<file path="config.mk">
export PLATFORM = sky130hd
export DESIGN_NAME = frame_write_controller
export DESIGN_NICKNAME = d
export VERILOG_FILES = /design/src/rtl/frame_cfg_pkg.sv /design/src/rtl/frame_select_decoder.sv /design/src/rtl/frame_write_controller.sv
export SDC_FILE = /design/constraint.sdc
export NUM_CORES = 2
export LEC_CHECK = 0
export ABC_CLOCK_PERIOD_IN_PS = 3500
export BUFFER_PORTS_ARGS = -buffer_cell sky130_fd_sc_hd__buf_4
export CAP_MARGIN = 20
export CELL_PAD_IN_SITES_DETAIL_PLACEMENT = 1
export CELL_PAD_IN_SITES_GLOBAL_PLACEMENT = 1
export CORE_ASPECT_RATIO = 0.9
export CORE_MARGIN = 3
export CORE_UTILIZATION = 28
export CTS_CLUSTER_DIAMETER = 40
export DETAILED_ROUTE_END_ITERATION = 8
export GPL_TIMING_DRIVEN = 0
export PLACE_DENSITY_LB_ADDON = 0.1
export SLEW_MARGIN = 20
export SYNTH_ARGS = -nofsm -noshare
export SYNTH_HDL_FRONTEND = slang
export SYNTH_HIERARCHICAL = 1
export SYNTH_SLANG_ARGS = --single-unit
export TNS_END_PERCENT = 30
</file>
<file path="constraint.sdc">
create_clock -name CLK -period 3.5 [get_ports CLK]
set_clock_uncertainty 0.1 [all_clocks]
set_input_delay 0.175 -clock CLK [delete_from_list [all_inputs] [get_ports CLK]]
set_output_delay 0.175 -clock CLK [all_outputs]
set_load 0.03 [all_outputs]
</file>
<file path="src/rtl/frame_cfg_pkg.sv">
// Shared types and constants for the frame write path: FSM states, frame
// address register field positions and the committed-frame counter width.
package frame_cfg_pkg;

    typedef enum logic [1:0] {
        IDLE    = 2'd0,
        COLLECT = 2'd1,
        STROBE  = 2'd2,
        HOLD    = 2'd3
    } state_t;

    localparam int unsigned ROW_SEL_W = 5;
    localparam logic [ROW_SEL_W-1:0] ADDR_ROW = '1;

    localparam int unsigned FAR_COL_LSB   = 27;
    localparam int unsigned FAR_COL_W     = 5;
    localparam int unsigned FAR_FRAME_LSB = 0;
    localparam int unsigned FAR_FRAME_W   = 5;

    localparam int unsigned FRAMES_CNT_W = 16;

endpackage

</file>
<file path="src/rtl/frame_select_decoder.sv">
// Combinational column/frame to one-hot FrameSelect decode; the parent
// registers the result.
module frame_select_decoder
    import frame_cfg_pkg::*;
#(
    parameter int unsigned NumberOfCols    = 19,
    parameter int unsigned MaxFramesPerCol = 20
) (
    input  logic                                    en,
    input  logic [FAR_COL_W-1:0]                    col,
    input  logic [FAR_FRAME_W-1:0]                  frame,
    output logic [NumberOfCols*MaxFramesPerCol-1:0] sel_c
);

    for (genvar c = 0; c < NumberOfCols; c++) begin : g_col
        for (genvar f = 0; f < MaxFramesPerCol; f++) begin : g_frame
            assign sel_c[c*MaxFramesPerCol + f] = en &&
                                                  (col == FAR_COL_W'(c)) &&
                                                  (frame == FAR_FRAME_W'(f));
        end
    end

endmodule

</file>
<file path="src/rtl/frame_write_controller.sv">
// Collects one word per fabric row, then pulses the addressed FrameSelect
// bit while FrameData is held; tracks protocol errors and committed frames.
module frame_write_controller
    import frame_cfg_pkg::*;
#(
    parameter int unsigned NumberOfRows    = 16,
    parameter int unsigned NumberOfCols    = 19,
    parameter int unsigned FrameBitsPerRow = 32,
    parameter int unsigned MaxFramesPerCol = 20,
    parameter int unsigned RowSelectWidth  = ROW_SEL_W,
    parameter int unsigned StrobeCycles    = 2
) (
    input  logic                                    CLK,
    input  logic                                    reset,
    input  logic [FrameBitsPerRow-1:0]              FrameAddressRegister,
    input  logic                                    LongFrameStrobe,
    input  logic [RowSelectWidth-1:0]               RowSelect,
    output logic [NumberOfRows*FrameBitsPerRow-1:0] FrameData,
    output logic [NumberOfCols*MaxFramesPerCol-1:0] FrameSelect,
    output logic                                    Busy,
    output logic                                    ErrFlag,
    output logic [FRAMES_CNT_W-1:0]                 FramesWritten
);

    localparam int unsigned SelW = NumberOfCols * MaxFramesPerCol;
    localparam int unsigned CntW = (StrobeCycles > 1) ? $clog2(StrobeCycles) : 1;
    localparam logic [CntW-1:0] StrobeLast = CntW'(StrobeCycles - 1);

    state_t                   state_q, state_d;
    logic [NumberOfRows-1:0]  row_valid_q;
    logic [NumberOfRows-1:0]  row_set;
    logic [FAR_COL_W-1:0]     col_q;
    logic [FAR_FRAME_W-1:0]   frame_q;
    logic [FAR_COL_W-1:0]     far_col;
    logic [FAR_FRAME_W-1:0]   far_frame;
    logic [CntW-1:0]          cnt_q, cnt_d;
    logic [SelW-1:0]          sel_c;
    logic                     is_addr, is_data, addr_ok;
    logic                     row_we, addr_we, rv_clear, err_set, count_inc;

    assign far_col   = FrameAddressRegister[FAR_COL_LSB +: FAR_COL_W];
    assign far_frame = FrameAddressRegister[FAR_FRAME_LSB +: FAR_FRAME_W];
    assign is_addr   = LongFrameStrobe && (&RowSelect);
    assign is_data   = LongFrameStrobe && (32'(RowSelect) < NumberOfRows);
    assign addr_ok   = (32'(far_col) < NumberOfCols) && (32'(far_frame) < MaxFramesPerCol);
    assign row_set   = row_we ? (NumberOfRows'(1) << RowSelect) : '0;

    // State register
    always_ff @(posedge CLK) begin
        if (reset) begin
            state_q <= IDLE;
            cnt_q   <= '0;
        end else begin
            state_q <= state_d;
            cnt_q   <= cnt_d;
        end
    end

    // Next state and datapath controls; words arriving once the frame is
    // complete (commit cycle, STROBE, HOLD) are dropped as protocol errors.
    always_comb begin
        state_d   = state_q;
        cnt_d     = cnt_q;
        row_we    = 1'b0;
        addr_we   = 1'b0;
        rv_clear  = 1'b0;
        err_set   = 1'b0;
        count_inc = 1'b0;
        case (state_q)
            IDLE: begin
                if (is_addr && addr_ok) begin
                    addr_we  = 1'b1;
                    rv_clear = 1'b1;
                    state_d  = COLLECT;
                end else if (LongFrameStrobe) begin
                    err_set = 1'b1;
                end
            end
            COLLECT: begin
                cnt_d = '0;
                if (&row_valid_q) begin
                    state_d = STROBE;
                    err_set = LongFrameStrobe;
                end else if (is_data) begin
                    row_we = 1'b1;
                end else if (is_addr && addr_ok) begin
                    addr_we  = 1'b1;
                    rv_clear = 1'b1;
                    err_set  = |row_valid_q;
                end else if (LongFrameStrobe) begin
                    err_set = 1'b1;
                end
            end
            STROBE: begin
                err_set = LongFrameStrobe;
                if (cnt_q == StrobeLast) begin
                    state_d = HOLD;
                end else begin
                    cnt_d = cnt_q + CntW'(1);
                end
            end
            HOLD: begin
                err_set   = LongFrameStrobe;
                count_inc = 1'b1;
                rv_clear  = 1'b1;
                state_d   = IDLE;
            end
            default: state_d = IDLE;
        endcase
    end

    frame_select_decoder #(
        .NumberOfCols    (NumberOfCols),
        .MaxFramesPerCol (MaxFramesPerCol)
    ) u_decoder (
        .en    (state_d == STROBE),
        .col   (col_q),
        .frame (frame_q),
        .sel_c (sel_c)
    );

    // Registered datapath and outputs
    always_ff @(posedge CLK) begin
        if (reset) begin
            FrameData     <= '0;
            FrameSelect   <= '0;
            Busy          <= 1'b0;
            ErrFlag       <= 1'b0;
            FramesWritten <= '0;
            row_valid_q   <= '0;
            col_q         <= '0;
            frame_q       <= '0;
        end else begin
            for (int unsigned r = 0; r < NumberOfRows; r++) begin
                if (row_we && (32'(RowSelect) == r)) begin
                    FrameData[r*FrameBitsPerRow +: FrameBitsPerRow] <= FrameAddressRegister;
                end
            end
            if (addr_we) begin
                col_q   <= far_col;
                frame_q <= far_frame;
            end
            row_valid_q   <= rv_clear ? '0 : (row_valid_q | row_set);
            FrameSelect   <= sel_c;
            Busy          <= (state_d == STROBE) || (state_d == HOLD);
            ErrFlag       <= ErrFlag | err_set;
            FramesWritten <= FramesWritten + FRAMES_CNT_W'(count_inc);
        end
    end

endmodule
</file>
### Word-level counts from Yosys, hierarchy flattened

Cells that the tools add are included.

| operators by class | value |
|---|---|
| mux-type cells | 22 |
| add/subtract/negate cells | 2 |
| magnitude comparators | 3 |
| equality and inequality tests | 57 |
| reductions and logical operators | 430 |
| bitwise operators | 2 |
| shift-type cells | 1 |

Operators with widths:

| kind | number |
|---|---|
| $logic_and 1x1->1 | 419 |
| $eq 5x4->1 const B | 24 |
| $eq 5x3->1 const B | 12 |
| $eq 5x5->1 const B | 7 |
| $eq 5x2->1 const B | 6 |
| $add 16x1->16 | 1 |
| $mux 16 | 1 |
| $or 16x16->16 | 1 |
| $reduce_and 16->1 | 1 |
| $reduce_or 16->1 | 1 |
| $shl 1x5->16 const A | 1 |
| $eq 5x1->1 const B | 3 |
| $logic_not 5->1 | 3 |
| $lt 5x5->1 const B | 3 |
| $mux 1 | 13 |
| $eq 2x2->1 const B | 4 |
| $pmux 2 s4 | 1 |
| $mux 2 | 3 |
| $pmux 1 s3 | 2 |
| $reduce_and 5->1 | 1 |
| $pmux 1 s2 | 2 |
| $reduce_or 2->1 | 2 |
| $eq 2x1->1 const B | 1 |
| $logic_not 2->1 | 1 |
| other kinds (4) | 4 |

| storage, ports and cells | value |
|---|---|
| input bits | 40 |
| output and inout port bits | 910 |
| word-level logic and storage cells | 542 |
| register bits | 939 |

### Depth between registers and ports, before layout

| logic depth | value |
|---|---|
| depth after elaboration | 8 |
| depth in mapped cells | 10 |
| mapped depth without buffers | 8 |

### Hierarchy

Netlist, hierarchy kept.

By module, submodules not included:

| module | cells an instance | seq. area each (um^2) | instances | area each (um^2) |
|---|---|---|---|---|
| frame_write_controller | 2792 | 18798.0 | 1 | 32255.9 |
| frame_select_decoder | 571 | 0.0 | 1 | 3833.7 |

### Least setup slack after synthesis

OpenSTA, ideal clock, no wires.

| timing path | value |
|---|---|
| kind | register to register |
| from | reg row_valid_q[7] |
| to | reg FrameSelect[59] |
| setup time | 0.066 ns |
| arrival time | 2.788 ns |
| clock period less this slack | 2.954 ns |
| buffers on the path | 2 |
| data required time | 3.334 ns |
| slack | 0.546 ns |
| stages on the path, launching flop included | 10 |
| cell sequence | dfxtp_1 nand4_2 o41ai_2 o211ai_1 a221oi_1 or4b_1 buf_6 buf_6 nor4_4 nor2b_1 |

| between the ends | value |
|---|---|
| longest elaborated chain between the ends | 6 |

Ends and longest elaborated chain:

| what | RTL line | source |
|---|---|---|
| from (decl) | frame_write_controller.sv:30 | `logic [NumberOfRows-1:0] row_valid_q;` |
| from (signal assigned) | frame_write_controller.sv:143 | `row_valid_q <= rv_clear ? '0 : (row_valid_q \| row_set);` |
| $reduce_and 16->1 | frame_write_controller.sv:81 | `if (&row_valid_q) begin` |
| $mux 2 | frame_write_controller.sv:81 |  |
| $pmux 2 s4 | frame_write_controller.sv:69 | `case (state_q)` |
| $eq 2x2->1 | frame_write_controller.sv:116 | `.en (state_d == STROBE),` |
| $logic_and 1x1->1 | frame_select_decoder.sv:17 | `assign sel_c[c*MaxFramesPerCol + f] = en &&` |
| $logic_and 1x1->1 | frame_select_decoder.sv:18 | `(col == FAR_COL_W'(c)) &&` |
| via sel_c[59] | frame_write_controller.sv:37 | `logic [SelW-1:0] sel_c;` |
| to (signal assigned) | frame_write_controller.sv:144 | `FrameSelect <= sel_c;` |
| to (decl) | frame_write_controller.sv:19 | `output logic [NumberOfCols*MaxFramesPerCol-1:0] FrameSelect,` |

The timed path passes the listed nets, and every way through them passes these cells.
A chain may end at the register's enable or synchronous reset.

### Worst setup path after layout

| timing path | value |
|---|---|
| from | reg row_valid_q[14] |
| to | reg FrameSelect[0] |

The elaborated chain is that of the path after synthesis.

==> impl_metrics.csv <==
group,metric,value,unit
power,p_per_area,534,nW/µm²
min_path,worstHoldPathCells,4,
cells_and_area,final_util,40.1,%
global_routing,grt_use_total,26.3,%
die,rows,124,
yosys,synth_area,36100,µm²
die,start_util,28.3,%
yosys,synth-edff-count,0,
yosys,synth.top_cell.area_share,52.1,%
worst_setup_path,reg2regPathDepth,9,
worst_setup_path,critical_path_required,4.06,ns
global_routing,grt_max_degree,17,
yosys,syn_nets,3409,
worst_setup_path,worstPathArrival,3.85,ns
die,coreArea,128000,µm²
clock_tree,cts_buffers,156,
place,gp_congestion,0.863,
clock_tree,cts_sinks,939,
global_routing,grt_pass1_vias,31500,
timing,final-setup-viol-count,0,
worst_setup_path,critPathMaxFanout,10,
timing,worst_pin_slew,1.18,ns
routing,drc,0,
clock_tree,clockBufferDepth,3,
cells_and_area,finalNetCount,4555,
die,die_x,384,µm
outcome,status,"completed",
worst_setup_path,endpoint_kind,"register",
yosys,ys_async_sr_fraction,0,%
yosys,syn_inst,3363,
timing,fin_crit_sh,94.2,%
routing,first_iter_violations,1455,
power,peakVddDrop,303,µV
yosys,ys.warnings.count,6,
timing,rsz0062_at_grt,"false",
yosys,yosys_register_bits,939,
yosys,synth_cell_type_count,55,
timing,finalHoldViolations,0,
worst_setup_path,cp-start-kind,"register",
clock_tree,cts_tree,"done",
clock_tree,htree_levels,4,
routing,routed_wirelength,181,mm
routing,via_per_inst,4.74,
routing,wl_per_cell,28.5,µm
clock_tree,clockRootBuffer,"clkbuf_16",
yosys,yosys.area.top_type,"dfxtp_1",
global_routing,grt_first_pass_wirelength,249,mm
global_routing,antenna_found_initial,8,
worst_setup_path,path_class,"register to register",
cells_and_area,area_delta_synth_final,41.8,%
die,io_pins,950,
power,p_leak,23.4,nW
timing,slew_headroom,21.6,%
yosys,syn_avg_cell_area,10.7,µm²
timing,fin_crit,3.30,ns
die,die-area,133000,µm²
clock_tree,worst_setup_hold_path_clk_slew,0.06,ns
timing,fmax,0.303,GHz
die,die_h,347,µm
place,hpwl,139,mm
routing,dr.pass1.iters,5,
yosys,synthFlopType,"dfxtp_1",
routing,ant_nets,0,
routing,routed-via-count,30000,
yosys,ys_seq_area_share,52.1,%
clock_tree,clk_latency,0.77,ns
cells_and_area,drive_gt1_share,30.8,%
timing,timing.hold.ws,0.0540,ns
job,cap_violations,0,
yosys,synthTopCellsByArea,"dfxtp_1 (52%), mux2i_1 (15%), nand2b_1 (9.7%)",
timing,maxSlewViolCount,0,
place,io_buffers,947,
global_routing,overflow,0,
min_path,worstHoldPathType,"input port to register",
kinds of logic after synthesis:
logic type / count (synthesis) / synth area share, %
xor gates and xnor gates: 11 / 0.267
DFF: 939 / 52.1
AOI/OAI and AO/OA: 41 / 0.898
adders and majority gates: 6 / 0.208
muxes: 523 / 14.5
buffers and inverters: 415 / 5.89
and+or+nand+nor: 1428 / 26.1
layout by cell type (no fill, tap or decap), types with 11 or more instances in the layout:
cell             n
inv_6           21
clkinvlp_4      19
dfxtp_1        939
nand2b_1       561
nor4_2          66
clkbuf_16      159
inv_1           14
mux2i_1        523
bufinv_16       13
nor3_1          11
buf_2           31
clkbuf_8        22
nand4_1         11
clkbuf_1       258
buf_6           55
clkinv_2        16
nor4_1         317
buf_4          965
buf_1           44
nor2_1          16
dlygate4sd3_1   38
nor2b_1        382
flip-flops by register name, summed over array words and instances (netlist names):
name and cells:
Busy 1, ErrFlag 1, FrameData 512, FrameSelect 380, FramesWritten 16, cnt_q 1, col_q 5, frame_q 5
row_valid_q 16, state_q 2
critical path, cell delays in order, from the launching register on:
cell and delay, ns:
dfxtp_1 0.37, nand4_1 0.24, o41ai_4 0.45, o211ai_1 0.21
a221oi_4 0.42, or4b_1 0.50, buf_6 0.17, buf_2 0.20
nor4_1 0.17, nor2b_1 0.35
repair_timing:
action	4_1_cts	5_1_grt
gates resized for setup	3	9
setup buffers	1	1
hold buffers	38	0
setup endpoints to repair	197	119
pin swaps	1	2
gates cloned	0	0
hold endpoints to repair	206	0
worst paths after layout:
path	from	to	slack (ns)
worst min-delay path	FrameAddressRegister[29]	FrameData[125]$_SDFFE_PP0P_	0.05
worst max-delay path	row_valid_q[14]$_SDFF_PP0_	FrameSelect[0]$_SDFF_PP0_	0.20
worst max register to register	row_valid_q[14]$_SDFF_PP0_	FrameSelect[0]$_SDFF_PP0_	0.20
worst min register to register	FrameData[370]$_SDFFE_PP0P_	FrameData[370]$_SDFFE_PP0P_	0.38
cell usage after synthesis, types with 3 or more instances:
| master | number |
|---|---|
| o21ai_0 | 5 |
| nand4bb_1 | 3 |
| clkbuf_1 | 252 |
| ha_1 | 6 |
| a31oi_1 | 9 |
| nand4b_1 | 6 |
| nand2b_1 | 561 |
| nor2_1 | 16 |
| xor2_1 | 10 |
| nor4_1 | 317 |
| nor2b_1 | 383 |
| nand3_2 | 10 |
| or3b_1 | 4 |
| buf_2 | 31 |
| dfxtp_1 | 939 |
| or3_1 | 4 |
| nand3b_1 | 3 |
| buf_4 | 16 |
| nand4_1 | 11 |
| a211oi_1 | 8 |
| buf_1 | 44 |
| nor4_2 | 66 |
| mux2i_1 | 523 |
| buf_12 | 4 |
| buf_6 | 54 |
| nor3_1 | 11 |
| nand2_1 | 8 |
| a21oi_1 | 3 |
| nor4_4 | 3 |
| and3_1 | 6 |
| inv_1 | 14 |
| nand3_1 | 4 |
layer usage:
layer | track usage, % | part of all wire [%] | routed length (µm) | vias up
met2 | 43.7 | 47 | 85600 | 963
met3 | 7.71 | 7.1 | 12800 | 246
met5 | 0 | 0 | 0 | -
li1 | - | - | - | 13800
met4 | 10.3 | 3.8 | 6940 | 0
met1 | 31.9 | 42 | 75300 | 15100
per-stage QoR:
stage          setup TNS [ns]  cells  power (mW)  setup WS, ns  instance area, µm²
2_1_floorplan               0   3363        11.4         0.546               36100
3_3_place_gp           -45.42   6011        11.7        -0.594               45300
3_5_place_dp           -48.43   6012        11.7        -0.672               45300
4_1_cts                     0   6337        27.7        0.0775               51100
5_1_grt                     0   6338        28.2        0.0191               51200
6_report                    0   6344        27.4         0.204               51200
layout make-up:
class	count	area, µm²
tap	1701	2130
antenna	6	15.0
fill	14200	76300
multi-input combinational	2009	15200
buffer	401	2090
clock inverter	89	1050
sequential	939	18800
clock buffer	197	4340
inverter	14	52.6
timing repair buffer	988	7520
power breakdown:
part           switching, mW  total, mW  internal (mW)
Combinational          0.579      0.838          0.259
Sequential           0.00975       10.7           10.7
Clock                   5.93       15.8           9.87
Note: power is estimated with default switching activity, not from simulation.
